==> src/rtl/seg_scan_ctrl_if.sv <==
// rtl/seg_scan_ctrl_if.sv - pattern load / blanking / display drive bundle for seg_scan_ctrl
interface seg_scan_ctrl_if;
    logic [63:0] seg_in;
    logic        load;
    logic [7:0]  blank_mask;
    logic [7:0]  seg_data;
    logic [7:0]  seg_com;
    logic        frame_done;

    modport master (
        output seg_in,
        output load,
        output blank_mask,
        input  seg_data,
        input  seg_com,
        input  frame_done
    );

    modport slave (
        input  seg_in,
        input  load,
        input  blank_mask,
        output seg_data,
        output seg_com,
        output frame_done
    );
endinterface

==> src/rtl/seg_scan_ctrl.sv <==
// rtl/seg_scan_ctrl.sv - 8-digit multiplexed segment scanner with frame-synchronous double buffering
module seg_scan_ctrl #(
    parameter int SCAN_DIV = 10000,
    parameter int DEAD_CYC = 100
) (
    input  logic           clk,
    input  logic           rst_n,
    seg_scan_ctrl_if.slave bus
);
    localparam int             CW       = 16;
    localparam logic [CW-1:0]  DIV_LAST = CW'(SCAN_DIV - 1);
    localparam logic [CW:0]    DEAD_END = (CW + 1)'(DEAD_CYC);

    logic [CW-1:0] div_cnt;
    logic [2:0]    idx;
    logic [63:0]   shadow;
    logic [63:0]   active;
    logic [7:0]    seg_data_q;
    logic [7:0]    seg_com_q;
    logic          frame_done_q;

    logic          slot_end;
    logic          frame_end;
    logic          dead;
    logic [7:0]    digit_pat;
    logic [7:0]    com_sel;

    assign slot_end  = (div_cnt == DIV_LAST);
    assign frame_end = slot_end && (idx == 3'd7);
    // Written as (cnt+1 <= DEAD_CYC) so DEAD_CYC=0 needs no special case.
    assign dead      = ({1'b0, div_cnt} + 17'd1) <= DEAD_END;
    assign digit_pat = active[{idx, 3'b000} +: 8];
    assign com_sel   = ~(8'd1 << idx);

    always_ff @(posedge clk or negedge rst_n) begin
        if (!rst_n) begin
            div_cnt      <= '0;
            idx          <= '0;
            shadow       <= '0;
            active       <= '0;
            seg_data_q   <= 8'h00;
            seg_com_q    <= 8'hFF;
            frame_done_q <= 1'b0;
        end else begin
            div_cnt <= slot_end ? '0 : div_cnt + CW'(1);
            if (slot_end) begin
                idx <= idx + 3'd1;
            end

            if (bus.load) begin
                shadow <= bus.seg_in;
            end
            // A load landing on the boundary bypasses shadow so it is shown next frame.
            if (frame_end) begin
                active <= bus.load ? bus.seg_in : shadow;
            end

            frame_done_q <= frame_end;

            if (dead || bus.blank_mask[idx]) begin
                seg_com_q  <= 8'hFF;
                seg_data_q <= 8'h00;
            end else begin
                seg_com_q  <= com_sel;
                seg_data_q <= digit_pat;
            end
        end
    end

    assign bus.seg_data   = seg_data_q;
    assign bus.seg_com    = seg_com_q;
    assign bus.frame_done = frame_done_q;
endmodule

==> src/flat_wrapper.sv <==
// flat-port wrapper written by rule: the top's interface ports become plain ports
module seg_scan_ctrl_flat 
#(
    parameter int SCAN_DIV = 10000,
    parameter int DEAD_CYC = 100
)
  (clk, rst_n, bus_seg_in, bus_load, bus_blank_mask, bus_seg_data, bus_seg_com, bus_frame_done);
  seg_scan_ctrl_if bus_i ();
  input  logic clk;
  input  logic rst_n;
  input wire logic [$bits(bus_i.seg_in)-1:0] bus_seg_in;
  input wire logic [$bits(bus_i.load)-1:0] bus_load;
  input wire logic [$bits(bus_i.blank_mask)-1:0] bus_blank_mask;
  output wire logic [$bits(bus_i.seg_data)-1:0] bus_seg_data;
  output wire logic [$bits(bus_i.seg_com)-1:0] bus_seg_com;
  output wire logic [$bits(bus_i.frame_done)-1:0] bus_frame_done;
  assign bus_i.seg_in = bus_seg_in;
  assign bus_i.load = bus_load;
  assign bus_i.blank_mask = bus_blank_mask;
  assign bus_seg_data = bus_i.seg_data;
  assign bus_seg_com = bus_i.seg_com;
  assign bus_frame_done = bus_i.frame_done;
  seg_scan_ctrl #(.SCAN_DIV(SCAN_DIV), .DEAD_CYC(DEAD_CYC)) u_core (.clk(clk), .rst_n(rst_n), .bus(bus_i));
endmodule
==> config.mk <==
export PLATFORM = sky130hd
export DESIGN_NAME = seg_scan_ctrl_flat
export DESIGN_NICKNAME = d
export VERILOG_FILES = /design/src/rtl/seg_scan_ctrl_if.sv /design/src/rtl/seg_scan_ctrl.sv /design/src/flat_wrapper.sv
export SDC_FILE = /design/constraint.sdc
export NUM_CORES = 1
export LEC_CHECK = 0
export BUFFER_PORTS_ARGS = -buffer_cell sky130_fd_sc_hd__buf_4
export CORE_MARGIN = 3
export CORE_UTILIZATION = 58
export CTS_BUF_LIST = sky130_fd_sc_hd__clkbuf_16
export DETAILED_ROUTE_END_ITERATION = 6
export PLACE_DENSITY = 0.8
export SLEW_MARGIN = 20
export SYNTH_ARGS = -nofsm -noshare
export SYNTH_HDL_FRONTEND = slang
export SYNTH_SLANG_ARGS = --single-unit
==> constraint.sdc <==
create_clock -name clk -period 4.83 [get_ports clk]
set_input_delay 0.2415 -clock clk [delete_from_list [all_inputs] [get_ports clk]]
set_output_delay 0.2415 -clock clk [all_outputs]
set_load 0.02 [all_outputs]
# After elaboration in Yosys (flattened, before gate mapping)
# Index checks and enable logic that the tools add are counted.
# Widths: inputs -> output; s select.
[classes] div_mod_pow=0 shift=2 n_mux=6 order_cmp=2 addsub=3 n_reduce_logical=2 n_eq_ne=2 multipliers=0 bitwise=1
[ops] op="$mux 64" count=1
[ops] op="$shiftx 64x7->8" count=1
[ops] op="$add 16x1->17 const B" count=1
[ops] op="$le 17x7->1 const B" count=1
[ops] op="$add 16x1->16 const B" count=1
[ops] op="$eq 16x14->1 const B" count=1
[ops] op="$mux 16" count=1
[ops] op="$mux 8" count=2
[ops] op="$not 8->8" count=1
[ops] op="$shl 1x3->8 const A" count=1
[ops] op="$lt 3x4->1 const B" count=1
[ops] op="$add 3x1->3 const B" count=1
[ops] op="$bmux 1 s3" count=1
[ops] op="$eq 3x3->1 const B" count=1
[ops] op="$logic_and 1x1->1" count=1
[ops] op="$logic_or 1x1->1" count=1
[ops] op="$mux 1" count=1
[word_totals] rom_bits=0 ramBits=0 inputBits=75 register_bits=164 out_inout_bits=17 latch_bits=0 n_memories=0

# Logic depth before layout (Yosys ltp)
# Gate-level depths: netlist of the first run.
[logic_depth] depth_word=4 depth_mapped=7 depth_no_buf=6

# Worst setup path before layout of the first run
# No wires, ideal clock.
[synth_timing] path_type="register to register" from="reg u_core.div_cnt[13]" to="reg u_core.active[14]" t_required_ps=4705 period_less_slack_ps=2045 stages_incl_launch_ff=8 slack_ps=2785 setup_time_ps=125 arrival_ps=1920 cell_sequence="dfrtp_1 inv_2 or4_4 nor4_2 and4_4 buf_12 buf_12 mux2_4"
[synth_via] elab_chain_len=2
[synth_lines] item="start, declared" line="seg_scan_ctrl.sv:14" source="logic [CW-1:0] div_cnt;"
[synth_lines] item="start signal, assigned" line="seg_scan_ctrl.sv:45" source="div_cnt <= slot_end ? '0 : div_cnt + CW'(1);"
[synth_lines] item="$eq 16x14->1" line="seg_scan_ctrl.sv:28" source="assign slot_end = (div_cnt == DIV_LAST);"
[synth_lines] item="$logic_and 1x1->1" line="seg_scan_ctrl.sv:29" source="assign frame_end = slot_end && (idx == 3'd7);"
[synth_lines] item="end signal, assigned" line="seg_scan_ctrl.sv:55" source="active <= bus.load ? bus.seg_in : shadow;"
[synth_lines] item="end, declared" line="seg_scan_ctrl.sv:17" source="logic [63:0] active;"
# Every way passes these cells.
# A chain may end at the register's enable or synchronous reset.

# Worst setup path after layout of the first run
[layout_timing] from="reg u_core.div_cnt[13]" to="reg u_core.active[6]"
# Same word-level chain as after synthesis.

==> results.yml, run 1 <==
status:
  status: "finished, violations left"
  failed_checks: "hold timing"
power:
  p_leak_nw: 3.86
  internal-power_mw: 2.26
  power_switching_mw: 0.601
  power_mw: 2.86
  p_sw_share_pct: 21.0
  seq_power_share_pct: 50.3
  ir_worst_vdd_uv: 240
  combPwrFrac_pct: 5.9
  power_density_mw_per_mm2: 334
  clockPowerShare_pct: 43.7
place:
  gp_congestion: 0.884
  port_buffers: 91
  dp_cells: 707
  hpwlAfterDp_um: 9240
  place_ws_ps: 2040
  postPlaceCellArea_mm2: 0.00799
floorplan:
  die_area_mm2: 0.0140
  core-area_mm2: 0.0122
  die_y_um: 118
  ios: 92
  start_util_pct: 60.1
  fp-row-count: 40
  die_w_um: 118
layout:
  final_cell_area_mm2: 0.00856
  fillers: 847
  fin_cells: 739
  drive_above_1_share_pct: 49.6
  insertedDiodeCount: 0
  final_core_util_pct: 70.4
  syn_to_final_growth_pct: 17.2
  layout.nets: 641
clock_network:
  root_buffer: "clkbuf_16"
  cts_max_level: 4
  postCtsHoldBufs: 0
  clock_sinks: 164
  clockBufferDepth: 2
  clk_pin_slew_ps: 60
  post_cts_buffers: 0
  cts_tree: "yes"
  post_cts_resized: 0
  cts_buffers: 17
  clk_latency_ps: 430
sta:
  finalCritPeriodShare_pct: 54.5
  maxSlewViolCount: 0
  worstMarginPinSlew_ps: 965
  worst_slack_ps: 2200
  hold_violations: 51
  fmax_mhz: 380
  period_needed_ps: 2630
  fin_skew_ps: 11.6
  finalSetupTns_ps: 0
  holdWs_ps: -32.1
  max-slew-margin-rel_pct: 35.6
  setup_viol: 0
  rsz0062_at_grt: "false"
routing:
  remaining_drc_errors: 0
  wl_um: 13800
  dr.pass1.iters: 4
  ant_nets: 0
  via_count: 4186
  vias_per_cell: 5.66
  wl_per_cell_um: 18.6
  first_iter_violations: 285
yosys:
  synth_fa_ha_area_share_pct: 1.20
  yosysSeqAreaShare_pct: 56.3
  synth.largest_area_cell: "dfrtp_1"
  synth.avg_cell_area_um2: 15.4
  yosys_register_bits: 164
  synth.most_common_cell: "dfrtp_1"
  synthTopCellsByCount: "dfrtp_1 (156), mux2_2 (80), mux2_4 (49)"
  synth_compound_area_share_pct: 3.36
  syn_inst: 475
  synthSimpleGateAreaFrac_pct: 5.34
  synth_edf_count: 0
  synth-xor-area-share_pct: 2.16
  ys_top_cells_by_area: "dfrtp_1 (53%), mux2_2 (12%), mux2_4 (10%), mux4_2 (5.2%), dfstp_2 (2.9%)"
  synthMuxAreaShare_pct: 28.2
  synth_flop_cell: "dfrtp_1"
  synth_top_family_by_area: "multiplexers"
  ys_types: 49
  synth_nets: 557
  ys_warn_count: 0
  async_flop_share_pct: 100
  synth_top_area_share_pct: 53.4
  synth_area_mm2: 0.00731
critical_path:
  critPathBufInv: 2
  slowest_stage: "and4_4"
  critPathLaunchType: "flip-flop"
  worst_r2r_path_depth: 6
  slowest_delay_ps: 550
  crit_type: "flip-flop to flip-flop"
  crit_required_ps: 5130
  path_cells: "inv_2 -> or4_4 -> nor4_2 -> and4_4 -> buf_16 -> mux2_2"
  crit_path_max_fanout: 46
  critPathArrivalTime_ps: 2930
  endpoint_kind: "flip-flop"
  cp_top_family: "simple AND/OR/NAND/NOR gates"
  critical_path_cell_count: 6
flow_run:
  cap_violations: 0
global_route:
  grt_pass1_wl_um: 23100
  grt_use_total_pct: 21.2
  first_global_vias: 4436
  grt_max_degree: 127
  antenna_found_initial: 0
  grt_overflow_total: 0
worst_hold_path:
  hold_class: "input port to asynchronous set/reset pin"
registers in the layout, summed over array words and instances, names as in the netlist:
register               flops
u_core.bus.seg_com         8
u_core.bus.seg_data        8
u_core.shadow             64
u_core.active             64
u_core.bus.frame_done      1
u_core.idx                 3
u_core.div_cnt            16
power groups by stage:
stage,clock network (mW),logic [mW],registers [mW]
final,1.25,0.170,1.44
after global routing,1.34,0.188,1.45
after CTS,1.28,0.174,1.44
after detailed placement,0,0.172,1.47
after global placement,0,0.167,1.46
after floorplan,0,0.0803,1.46
per-layer routing:
metal / wire, um / track usage, % / up-vias
met5: 0 / 0 / -
met4: 297 / 8.86 / 0
met3: 650 / 5.31 / 25
met2: 6640 / 33.4 / 115
met1: 6170 / 28.1 / 2144
li1: - / - / 1902
path summary, 6_finish.rpt:
| path | start | slack (ps) | end |
|---|---|---|---|
| setup / recovery | u_core.div_cnt[13]$_DFF_PN0_ | 2200 | u_core.active[6]$_DFFE_PN0P_ |
| hold / removal | rst_n | -30 | u_core.shadow[3]$_DFF_PN0_ |
| setup reg to reg | u_core.div_cnt[13]$_DFF_PN0_ | 2200 | u_core.active[6]$_DFFE_PN0P_ |
| hold reg to reg | u_core.shadow[7]$_DFF_PN0_ | 500 | u_core.shadow[7]$_DFF_PN0_ |
| max in group asynchronous | rst_n | 3800 | u_core.bus.seg_com[7]$_DFF_PN1_ |
| min in group clk | bus_seg_in[15] | 60 | u_core.shadow[15]$_DFF_PN0_ |
area by class of cell:
| cell class | count | area [um^2] | area share [%] |
|---|---|---|---|
| Clock buffer | 17 | 425 | 4.97 |
| Clock inverter | 14 | 120 | 1.40 |
| Inverter | 4 | 15.0 | 0.175 |
| Multi-Input combinational cell | 277 | 2940 | 34.3 |
| Sequential cell | 164 | 4110 | 48.0 |
| Tap cell | 168 | 210 | 2.45 |
| Timing Repair Buffer | 95 | 739 | 8.63 |
layout by cell type, fill, tap and decap left out, types with 10 or more instances in the layout:
| cell type | n |
|---|---|
| nor2_1 | 11 |
| mux4_2 | 17 |
| mux2_4 | 49 |
| dfrtp_1 | 156 |
| xnor2_1 | 10 |
| clkbuf_16 | 17 |
| a31oi_1 | 10 |
| nand3_1 | 10 |
| o211ai_1 | 10 |
| mux2_2 | 80 |
| buf_4 | 93 |
cells by family after synthesis:
kind of cell    Yosys count
flops                   164
mux                     150
simple gates             65
compound gates           37
buf+inv                  34
xor+xnor                 18
fa+ha+maj                 7
(Power assumes the default switching activity.)
==> run 2, diff against run 1 <==
==> constraint.sdc (replaced) <==
create_clock -name clk -period 2.7 [get_ports clk]
set_input_delay 0.135 -clock clk [delete_from_list [all_inputs] [get_ports clk]]
set_output_delay 0.135 -clock clk [all_outputs]
set_load 0.02 [all_outputs]
==> run 2 against run 1 <==
  * The run now ends clean
  * Register-to-register slack lost 1800 ps
  * Setup slack worse by 1800 ps
  * Sequential share of layout area down 3.9 points
  * Combinational power increased by 130%
  * Die area is the same
  * Cell area up 8.9%
  * Non-clock buffer count is 70 higher
  * Sequential cell count did not move
  * Sequential power increased by 79%
  * Critical path depth decreased by 1
  * Clock skew is essentially flat
  * Critical endpoint is now u_core.active[63]$_DFFE_PN0P_
  * Highest routed layer unchanged
==> results.yml, run 2 (same netlist as run 1, synthesis figures left out) <==
clock_network:
  clk_latency_ps: 420
  clk_pin_slew_ps: 60
  cts_buffers: 17
  clockBufferDepth: 2
  post_cts_buffers: 0
  cts_max_level: 4
  root_buffer: "clkbuf_16"
  postCtsHoldBufs: 64
  clock_sinks: 164
  cts_tree: "yes"
  post_cts_resized: 0
floorplan:
  ios: 92
  core-area_mm2: 0.0122
  die_y_um: 118
  die_w_um: 118
  start_util_pct: 60.1
  fp-row-count: 40
  die_area_mm2: 0.0140
power:
  power_density_mw_per_mm2: 582
  internal-power_mw: 4.24
  ir_worst_vdd_uv: 344
  p_sw_share_pct: 21.9
  p_leak_nw: 4.18
  combPwrFrac_pct: 7.2
  power_mw: 5.43
  power_switching_mw: 1.19
  seq_power_share_pct: 47.5
  clockPowerShare_pct: 45.3
sta:
  worst_slack_ps: 376
  fmax_mhz: 430
  hold_violations: 0
  maxSlewViolCount: 0
  fin_skew_ps: 11.7
  period_needed_ps: 2320
  worstMarginPinSlew_ps: 833
  finalSetupTns_ps: 0
  max-slew-margin-rel_pct: 44.5
  setup_viol: 0
  rsz0062_at_grt: "false"
  finalCritPeriodShare_pct: 86.1
global_route:
  antenna_found_initial: 0
  grt_use_total_pct: 24.5
  first_global_vias: 4995
  grt_pass1_wl_um: 26600
  grt_max_degree: 65
  grt_overflow_total: 0
critical_path:
  crit_required_ps: 3000
  slowest_stage: "or4_4"
  crit_type: "flip-flop to flip-flop"
  endpoint_kind: "flip-flop"
  crit_path_max_fanout: 33
  slowest_delay_ps: 590
  rrSetupSlack_ps: 380
  r2r-start: "u_core.div_cnt[12]$_DFF_PN0_"
  reg2reg_to: "u_core.active[63]$_DFFE_PN0P_"
  critPathArrivalTime_ps: 2630
  path_cells: "or4_4 -> nor4_2 -> and4_4 -> buf_12 -> mux2_2"
  cp_top_family: "simple AND/OR/NAND/NOR gates"
  critPathBufInv: 1
  critPathLaunchType: "flip-flop"
  worst_r2r_path_depth: 5
place:
  postPlaceCellArea_mm2: 0.00808
  gp_congestion: 0.934
  place_ws_ps: 479
  port_buffers: 91
  hpwlAfterDp_um: 9980
layout:
  seq_area_mm2: 0.00411
  final_common_cell: "dfrtp_1"
  final_cell_area_mm2: 0.00933
  fillers: 705
  layout.nets: 711
  drive_above_1_share_pct: 45.8
  multi_input_area_mm2: 0.00294
  largestRegisters: "u_core.active (64), u_core.shadow (64), u_core.div_cnt (16)"
  syn_to_final_growth_pct: 27.6
  insertedDiodeCount: 0
  final_cell_mix: "dfrtp_1 (156), buf_4 (97), mux2_2 (80)"
routing:
  dr.pass1.iters: 4
  wl_per_cell_um: 19.7
  remaining_drc_errors: 0
  wl_um: 16000
  first_iter_violations: 198
  ant_nets: 0
  vias_per_cell: 5.52
  via_count: 4472
worst_hold_path:
  min_to: "u_core.shadow[26]$_DFF_PN0_"
  min_path_cells: 2
  hold_class: "input port to flip-flop"
  hold_start: "bus_seg_in[26]"
status:
  status: "complete, no violations"
flow_run:
  cap_violations: 0
## run 2: cell count changes in the layout (fill, tap and decap cells not counted), sizes merged
cell and change:
buf +7, bufinv +1, clkbuf -1, clkinv -5, clkinvlp +2, dlygate4sd3 +64
inv +3
## run 2: through the flow
step	hold slack [ps]	instances	util, %
global placement	103	714	66.4
finish	23.6	810	76.7
global route	7.11	810	76.7
CTS	9.32	810	76.7
floorplan	-161	475	-
detailed placement	103	714	66.4
## run 2: how the worst max path moves through the flow
stage / endpoint / slack, ps / cells after the start / startpoint
after floorplan: u_core.active[14]$_DFFE_PN0P_ / 660 / 7 / u_core.div_cnt[13]$_DFF_PN0_
after global placement: u_core.active[63]$_DFFE_PN0P_ / 520 / 6 / u_core.div_cnt[13]$_DFF_PN0_
after detailed placement: u_core.bus.seg_data[6]$_DFF_PN0_ / 480 / 6 / u_core.div_cnt[0]$_DFF_PN0_
after CTS: u_core.bus.seg_data[6]$_DFF_PN0_ / 460 / 6 / u_core.div_cnt[0]$_DFF_PN0_
after global routing: u_core.bus.seg_data[2]$_DFF_PN0_ / 210 / 6 / u_core.div_cnt[0]$_DFF_PN0_
final: u_core.active[63]$_DFFE_PN0P_ / 380 / 5 / u_core.div_cnt[12]$_DFF_PN0_
## run 2: per-layer routing
metal  up-vias  part of all wire (%)  GRT usage (%)
met5         -                     0              0
met2       141                    51           40.5
met4         0                   2.9           9.60
met3        35                   4.5           5.60
met1      2259                    42           31.6
li1       2037                     -              -
## run 2: cell type report
type                            count  area share [%]
Clock buffer                       17            4.56
Clock inverter                     15            1.95
Inverter                            4           0.161
Multi-Input combinational cell    277            31.5
Sequential cell                   164            44.1
Tap cell                          168            2.25
Timing Repair Buffer              165            15.4
## run 2: worst reg2reg max path, cell delays in order (launching register included)
cell and delay, ps:
dfrtp_1 450, or4_4 590, nor4_2 210, and4_4 320
buf_12 260, mux2_2 390
## run 2: power by group through the flow
stage / combinational [mW] / sequential, mW / clock (mW)
2_1_floorplan: 0.144 / 2.61 / 0
3_3_place_gp: 0.304 / 2.62 / 0
3_5_place_dp: 0.315 / 2.62 / 0
4_1_cts: 0.391 / 2.58 / 2.48
5_1_grt: 0.427 / 2.59 / 2.60
6_report: 0.392 / 2.58 / 2.46
==> run 3, diff against run 2 <==
--- a/config.mk
+++ b/config.mk
@@ -10,6 +10,7 @@
 export CORE_UTILIZATION = 58
 export CTS_BUF_LIST = sky130_fd_sc_hd__clkbuf_16
 export DETAILED_ROUTE_END_ITERATION = 6
+export GPL_TIMING_DRIVEN = 0
 export PLACE_DENSITY = 0.8
 export SLEW_MARGIN = 20
 export SYNTH_ARGS = -nofsm -noshare
==> run 3 against run 2 <==
  * First-iteration DRC count rose by 37%
  * Register-to-register slack worse by 50 ps
  * Combinational power about the same
  * Via count rose by 2.3%
  * Cell area is 1.1% higher
  * Global-route usage is 0.80 points higher
  * Sequential power about the same
  * Sequential share of layout area shrank 0.50 points
==> results.yml, run 3 (same netlist as run 1, synthesis figures left out) <==
sta:
  maxSlewViolCount: 0
  worst_slack_ps: 328
  setup_viol: 0
  hold_violations: 0
  worstMarginPinSlew_ps: 679
  finalSetupTns_ps: 0
  finalCritPeriodShare_pct: 87.9
  max-slew-margin-rel_pct: 54.7
  fmax_mhz: 422
  fin_skew_ps: 8.33
  rsz0062_at_grt: "false"
  period_needed_ps: 2370
critical_path:
  rrSetupSlack_ps: 330
  slowest_delay_ps: 580
  critPathBufInv: 0
  cp_top_family: "compound AO/OA/AOI/OAI gates"
  r2r-start: "u_core.div_cnt[0]$_DFF_PN0_"
  endpoint_kind: "flip-flop"
  crit_type: "flip-flop to flip-flop"
  crit_required_ps: 2950
  critPathArrivalTime_ps: 2620
  critPathLaunchType: "flip-flop"
  slowest_stage: "a22oi_1"
  path_cells: "ha_1 -> nand3_1 -> nor3_1 -> o211ai_1 -> a22oi_1 -> a21oi_1"
  critPathLaunch: "u_core.div_cnt[0]$_DFF_PN0_"
  crit_path_max_fanout: 8
layout:
  fillers: 723
  layout.nets: 732
  seq_area_mm2: 0.00411
  drive_above_1_share_pct: 44.3
  multi_input_area_mm2: 0.00295
  insertedDiodeCount: 0
  largestRegisters: "u_core.active (64), u_core.shadow (64), u_core.div_cnt (16)"
  syn_to_final_growth_pct: 29.1
  final_cell_mix: "dfrtp_1 (156), buf_4 (90), mux2_2 (80)"
  final_common_cell: "dfrtp_1"
clock_network:
  clock_sinks: 164
  clk_latency_ps: 420
  cts_tree: "yes"
  clk_pin_slew_ps: 60
  cts_max_level: 4
  root_buffer: "clkbuf_16"
  cts_buffers: 17
  clockBufferDepth: 2
  post_cts_buffers: 0
place:
  place_ws_ps: 355
  hpwlAfterDp_um: 10500
  gp_congestion: 0.824
  port_buffers: 90
floorplan:
  ios: 92
  start_util_pct: 60.1
  die_w_um: 118
  die_y_um: 118
  fp-row-count: 40
  die_area_mm2: 0.0140
  core-area_mm2: 0.0122
routing:
  first_iter_violations: 272
  wl_per_cell_um: 19.7
  via_count: 4574
  wl_um: 16400
  ant_nets: 0
  dr.pass1.iters: 4
  remaining_drc_errors: 0
  vias_per_cell: 5.50
global_route:
  grt_pass1_wl_um: 27200
  grt_max_degree: 105
  first_global_vias: 5093
  grt_overflow_total: 0
  grt_use_total_pct: 25.3
  antenna_found_initial: 0
status:
  status: "complete, no violations"
worst_hold_path:
  hold_class: "input port to asynchronous set/reset pin"
power:
  power_density_mw_per_mm2: 556
  p_leak_nw: 4.24
  ir_worst_vdd_uv: 452
flow_run:
  cap_violations: 0
run 3: cell types whose count changed in the layout (fill, tap and decap cells not counted), moves of 2 or more:
cell	change
clkinv_4	-2
clkinv_1	+7
clkbuf_1	+12
buf_2	+8
buf_4	-7
clkinvlp_4	-3
buf_12	+3
run 3: timing repair:
action | 4_1_cts | 5_1_grt
gates resized for setup | 0 | 1
hold buffers | 65 | 0
endpoints found under the hold margin | 124 | 0
setup endpoints to repair | 0 | 6
run 3: power breakdown:
group          internal, mW  switching [mW]  total, mW
sequential             2.55          0.0269       2.58
combinational         0.227           0.166      0.393
clock                  1.33           0.939       2.27
total                  4.11            1.13       5.25
run 3: final cells by class:
| cell class | instances | area share, % |
|---|---|---|
| clock buffer | 17 | 4.51 |
| timing repair buffer | 156 | 14.4 |
| sequential | 164 | 43.6 |
| multi-input combinational | 277 | 31.2 |
| buffer | 30 | 2.53 |
| clock inverter | 15 | 1.29 |
| tap | 168 | 2.23 |
| inverter | 4 | 0.159 |
run 3: final timing paths:
check	to	cells past startpoint
worst min-delay path	u_core.shadow[5]$_DFF_PN0_	2
worst max-delay path	u_core.bus.seg_data[3]$_DFF_PN0_	6
min in group clk	u_core.shadow[0]$_DFF_PN0_	2
worst max register to register	u_core.bus.seg_data[3]$_DFF_PN0_	6
worst min register to register	u_core.shadow[7]$_DFF_PN0_	1
max in group asynchronous	u_core.shadow[41]$_DFF_PN0_	3
run 3: layer usage:
layer / track usage [%] / share of wire (%) / vias up
met5: 0 / 0 / -
met4: 9.89 / 2.3 / 0
met3: 5.65 / 4.1 / 30
met2: 41.8 / 50 / 132
met1: 32.8 / 43 / 2329
li1: - / - / 2083
run 3: through the flow:
stage	cell area (um^2)	power (mW)	hold slack, ps	util (%)	instances
after floorplan	7310	2.76	-161	-	475
after global placement	8190	2.91	386	67.4	733
after detailed placement	8230	2.94	94.7	67.7	734
after CTS	9430	5.26	235	77.5	831
after global routing	9430	5.42	261	77.6	831
final	9430	5.25	229	77.6	831
run 3: worst reg2reg max path, stage by stage, from the launching register on:
cell      delay, ps
dfrtp_1         440
ha_1            320
nand3_1         170
nor3_1          300
o211ai_1        190
a22oi_1         580
a21oi_1         220
